[config.mk]
export PLATFORM = sky130hd
export DESIGN_NAME = sw_release_led_ctrl
export DESIGN_NICKNAME = d
export VERILOG_FILES = /design/src/rtl/sw_release_led_ctrl.sv
export SDC_FILE = /design/constraint.sdc
export NUM_CORES = 1
export LEC_CHECK = 0
export BUFFER_PORTS_ARGS = -buffer_cell sky130_fd_sc_hd__buf_2
export CORE_ASPECT_RATIO = 1.5
export CORE_MARGIN = 2
export CORE_UTILIZATION = 55
export CTS_BUF_LIST = sky130_fd_sc_hd__clkbuf_8
export CTS_CLUSTER_DIAMETER = 30
export DETAILED_ROUTE_END_ITERATION = 16
export PLACE_DENSITY_LB_ADDON = 0.2
export SLEW_MARGIN = 30
export SYNTH_ARGS = -nofsm -noshare
export SYNTH_HDL_FRONTEND = slang
export SYNTH_SLANG_ARGS = --single-unit
[constraint.sdc]
create_clock -name clk -period 2.4 [get_ports clk]
set_clock_uncertainty 0.15 [all_clocks]
set_input_delay 0.48 -clock clk [delete_from_list [all_inputs] [get_ports clk]]
set_output_delay 0.48 -clock clk [all_outputs]
set_load 0.02 [all_outputs]
[src/rtl/sw_release_led_ctrl.sv]
`default_nettype none
// ============================================================================
// Module      : sw_release_led_ctrl
// Description : Drives the board LED from a debounced switch level. A short
//               press followed by release toggles the steady LED state. A
//               long press followed by release toggles between steady and
//               blink display modes.
// Revision    : 1.0 - initial release
// ============================================================================
module sw_release_led_ctrl #(
    parameter int LONG_LIMIT = 25000000,
    parameter int BLINK_HALF = 6250000
) (
    input  logic clk,
    input  logic rst_n,
    input  logic sw_db,
    output logic led,
    output logic release_pulse,
    output logic long_press,
    output logic blink_mode
);

    localparam int c_press_w = $clog2(LONG_LIMIT + 1);
    localparam int c_blink_w = (BLINK_HALF > 1) ? $clog2(BLINK_HALF) : 1;

    localparam logic [c_press_w-1:0] c_press_one  = c_press_w'(1);
    localparam logic [c_press_w-1:0] c_press_max  = c_press_w'(LONG_LIMIT);
    localparam logic [c_press_w-1:0] c_press_last = c_press_w'(LONG_LIMIT - 1);
    localparam logic [c_blink_w-1:0] c_blink_one  = c_blink_w'(1);
    localparam logic [c_blink_w-1:0] c_blink_last = c_blink_w'(BLINK_HALF - 1);

    localparam logic [1:0] c_st_idle    = 2'd0;
    localparam logic [1:0] c_st_pressed = 2'd1;
    localparam logic [1:0] c_st_long    = 2'd2;

    localparam logic c_mode_steady = 1'b0;
    localparam logic c_mode_blink  = 1'b1;

    logic                 r_sw_d;
    logic [c_press_w-1:0] r_press_cnt;
    logic [1:0]           r_state;
    logic                 r_mode;
    logic                 r_led_state;
    logic                 r_blink_phase;
    logic [c_blink_w-1:0] r_blink_cnt;
    logic                 r_release_pulse;
    logic                 r_long_press;

    logic       w_press_start;
    logic       w_release;
    logic [1:0] w_state_nxt;
    logic       w_long_hit;
    logic       w_short_rel;
    logic       w_long_rel;

    assign w_press_start = sw_db & ~r_sw_d;
    assign w_release     = ~sw_db & r_sw_d;

    // Previous-edge copy of the switch level for edge detection.
    always_ff @(posedge clk or negedge rst_n) begin
        if (!rst_n) r_sw_d <= 1'b0;
        else        r_sw_d <= sw_db;
    end

    // Press duration counter; restarts at 1 on a new press and saturates.
    always_ff @(posedge clk or negedge rst_n) begin
        if (!rst_n) begin
            r_press_cnt <= '0;
        end else if (w_press_start) begin
            r_press_cnt <= c_press_one;
        end else if (sw_db && (r_press_cnt != c_press_max)) begin
            r_press_cnt <= r_press_cnt + c_press_one;
        end
    end

    // Press classification state register.
    always_ff @(posedge clk or negedge rst_n) begin
        if (!rst_n) r_state <= c_st_idle;
        else        r_state <= w_state_nxt;
    end

    // Next state and release/long-press classification strobes.
    always_comb begin
        w_state_nxt = r_state;
        w_long_hit  = 1'b0;
        w_short_rel = 1'b0;
        w_long_rel  = 1'b0;
        case (r_state)
            c_st_idle: begin
                if (w_press_start) w_state_nxt = c_st_pressed;
            end
            c_st_pressed: begin
                if (w_release) begin
                    w_short_rel = 1'b1;
                    w_state_nxt = c_st_idle;
                end else if (sw_db && (r_press_cnt == c_press_last)) begin
                    // This edge brings the count to LONG_LIMIT.
                    w_long_hit  = 1'b1;
                    w_state_nxt = c_st_long;
                end
            end
            c_st_long: begin
                if (w_release) begin
                    w_long_rel  = 1'b1;
                    w_state_nxt = c_st_idle;
                end
            end
            default: w_state_nxt = c_st_idle;
        endcase
    end

    // One-cycle event pulses, registered so outputs come straight from flops.
    always_ff @(posedge clk or negedge rst_n) begin
        if (!rst_n) begin
            r_release_pulse <= 1'b0;
            r_long_press    <= 1'b0;
        end else begin
            r_release_pulse <= w_release;
            r_long_press    <= w_long_hit;
        end
    end

    // Display mode, steady LED state and blink generator; release actions
    // take priority over the free-running blink timer.
    always_ff @(posedge clk or negedge rst_n) begin
        if (!rst_n) begin
            r_mode        <= c_mode_steady;
            r_led_state   <= 1'b0;
            r_blink_phase <= 1'b0;
            r_blink_cnt   <= '0;
        end else if (w_short_rel) begin
            if (r_mode == c_mode_steady) r_led_state <= ~r_led_state;
            else                         r_mode      <= c_mode_steady;
            r_blink_cnt <= '0;
        end else if (w_long_rel) begin
            if (r_mode == c_mode_steady) begin
                r_mode        <= c_mode_blink;
                // Start blinking in the opposite phase so the change is visible.
                r_blink_phase <= ~r_led_state;
            end else begin
                r_mode <= c_mode_steady;
            end
            r_blink_cnt <= '0;
        end else if (r_mode == c_mode_blink) begin
            if (r_blink_cnt == c_blink_last) begin
                r_blink_cnt   <= '0;
                r_blink_phase <= ~r_blink_phase;
            end else begin
                r_blink_cnt <= r_blink_cnt + c_blink_one;
            end
        end else begin
            r_blink_cnt <= '0;
        end
    end

    assign blink_mode    = (r_mode == c_mode_blink);
    assign led           = blink_mode ? r_blink_phase : r_led_state;
    assign release_pulse = r_release_pulse;
    assign long_press    = r_long_press;

endmodule
`default_nettype wire
==> impl_metrics.ini <==
[status]
status = finished clean

[critical_path]
startpoint = r_press_cnt[3]
critPathLaunchType = flip-flop
max_stage_delay_ns = 0.49
reg2reg_to = r_press_cnt[14]
crit_slowest_cell = o21ai_2
cp_cell_sequence = nor4b_1 -> nand4b_1 -> o21ai_2 -> o21ai_0 -> a21oi_1
cp_top_family = compound AO/OA/AOI/OAI gates
crit_fanout = 15
r2r_slack_ns = 0.27
worstPathRequired_ns = 2.49
cp-end-kind = flip-flop
path_class = reg2reg
crit_buf_inv = 0
crit_arrival_ns = 2.22
regToRegStartpoint = r_press_cnt[3]
worstRegToRegCells = 5

[logic_synthesis]
ys_async_sr_fraction_pct = 100
synth.most_common_cell = dfrtp_1
syn_nets = 323
synth_edf_count = 0
synthFlopType = dfrtp_1
yosys-top-cells-area = dfrtp_1, xnor2_1, nor2_1
yosysWarnings = 0
synth_seq_area_share_pct = 46.2
syn_inst = 317
synth_top_area_share_pct = 46.2
synth-seq-cells = 56
yosysTopAreaCell = dfrtp_1
avgSynthCellArea_um2 = 9.57
syn-cell-area_um2 = 3030
synth_cell_types = 49
synthTopCellsByCount = dfrtp_1, nor2_1, nand2_1, xnor2_1, nand3_1

[power_and_ir_drop]
power.leakage_nw = 1.37
ir_worst_vdd_v = 0.000294
cellPowerDensity_nw_per_um2 = 529
report.power.total_mw = 1.73

[clocking]
clkSinkCount = 56
clkTransAtPathRegs_ns = 0.10
ctsHoldBuffers = 0
postCtsSetupBuffers = 0
cts_tree = built
cts_max_path_buffers = 2
cts_max_level = 2
numCtsBuffers = 5
ctsResizeCount = 0
clock_latency_ns = 0.31
root_buffer = clkbuf_8

[route]
wl_um = 6050
wl_per_cell_um = 15.1
num_vias = 2246
drtIter0Drc = 107
drc_errors = 0
ant_nets = 0
viasPerCell = 5.62
drt-pass1-iter-count = 4

[finish]
layout-drive-gt1-share_pct = 12.1
final_cells = 400
diodes = 0
area_growth_pct = 7.67
finalNetCount = 335

[sta]
max-slew-margin-rel_pct = 60.4
setup_tns_ns = 0
fin_crit_ns = 2.13
tightest_slew_ns = 0.594
post-route-period-util_pct = 88.9
grt_setup_unrepaired = false
setup_viol = 0
final_max_slew_viol_count = 0
hold_violations = 0
fmax_mhz = 468

[global_routing]
antenna_found_initial = 0
grt_max_degree = 33
grt_pass1_vias = 2299
grtUsageMet1_pct = 25.7
busiest_layer = met2
use_met3_pct = 2.98
overflow = 0
grtUsageMet2_pct = 42.1
track_usage_pct = 22.2
grt_pass1_wl_um = 10700

[floorplan]
coreArea_um2 = 5410
start_util_pct = 56.1
die-height_um = 95.0
fp-row-count = 33
fp.dieArea_um2 = 6140
boundaryPins = 7
fp.dieW_um = 64.6

[placed_design]
port_buffers = 6
gp_congestion = 0.861
post-dp-hpwl_um = 4470
dp_cells = 392

[job]
drv_cap = 0

[min_path]
hold_path_class = in2async
[cell usage in the layout, fill, tap and decap left out, types with 4 or more instances in the layout]
cell type and instances:
dfrtp_1 56, nor2_1 46, nand2_1 32, xnor2_1 22, nand3_1 17, inv_1 12
nand4_1 12, xor2_1 12, and3_1 9, a21oi_1 9, nor3_1 8, o21ai_0 7
or3_1 7, clkbuf_8 6, buf_2 6, buf_4 6, nor2b_1 5, or4_1 4
[report_power, final]
part | switching, mW | total (mW) | internal, mW
Combinational | 0.104 | 0.162 | 0.0587
Sequential | 0.0449 | 1.02 | 0.971
Clock | 0.311 | 0.548 | 0.237
[registers in the layout, summed over array words and instances, names as in the netlist]
register       cells
blink_mode         1
long_press         1
r_blink_cnt       23
r_blink_phase      1
r_led_state        1
r_press_cnt       25
r_state            2
r_sw_d             1
release_pulse      1
[kinds of logic (layout without fill, tap and decap cells)]
| family | count (synthesis) | count (layout) | synth area share, % |
|---|---|---|---|
| multiplexers | 3 | 3 | 1.03 |
| AND/OR/NAND/NOR | 170 | 170 | 32.5 |
| adder cells (fa/ha/maj) | 3 | 3 | 1.24 |
| XOR/XNOR | 34 | 34 | 9.81 |
| flip-flops | 56 | 56 | 46.2 |
| buffers and inverters | 20 | 33 | 3.01 |
| AO/OA/AOI/OAI | 31 | 31 | 6.23 |
[through the flow]
step                setup slack [ns]  hold slack (ns)  util [%]  area, um^2
floorplan                      0.606           0.0344         -        3030
global placement               0.393            0.324      58.6        3170
detailed placement             0.310            0.331      58.6        3170
CTS                            0.288           0.0266      60.4        3270
global route                   0.105           0.0468      60.4        3270
finish                         0.265           0.0122      60.4        3270
[worst max path at each step]
| stage | endpoint | slack (ns) | cells past startpoint |
|---|---|---|---|
| after floorplan | r_press_cnt[14] | 0.61 | 8 |
| after CTS | r_press_cnt[14] | 0.29 | 5 |
| after global routing | r_press_cnt[14] | 0.11 | 5 |
| after global placement | r_press_cnt[14] | 0.39 | 5 |
| after detailed placement | r_press_cnt[14] | 0.31 | 5 |
| final | r_press_cnt[14] | 0.27 | 5 |
[metal layers]
| metal | vias up | share of wire (%) | wire (um) |
|---|---|---|---|
| li1 | 1125 | - | - |
| met1 | 1094 | 42 | 2510 |
| met2 | 21 | 55 | 3350 |
| met3 | 6 | 1.8 | 109 |
| met4 | 0 | 1.3 | 77 |
| met5 | - | 0 | 0 |
[final cells by class]
cell class	count	area (um^2)
repair buffers	13	95.1
clock buffers	6	82.6
well taps	70	87.6
multi-input cells	241	1540
flip-flops and latches	56	1400
inverters	12	45.0
fillers	483	2140
clock inverters	2	13.8
Power figures use the tool's default switching activity.
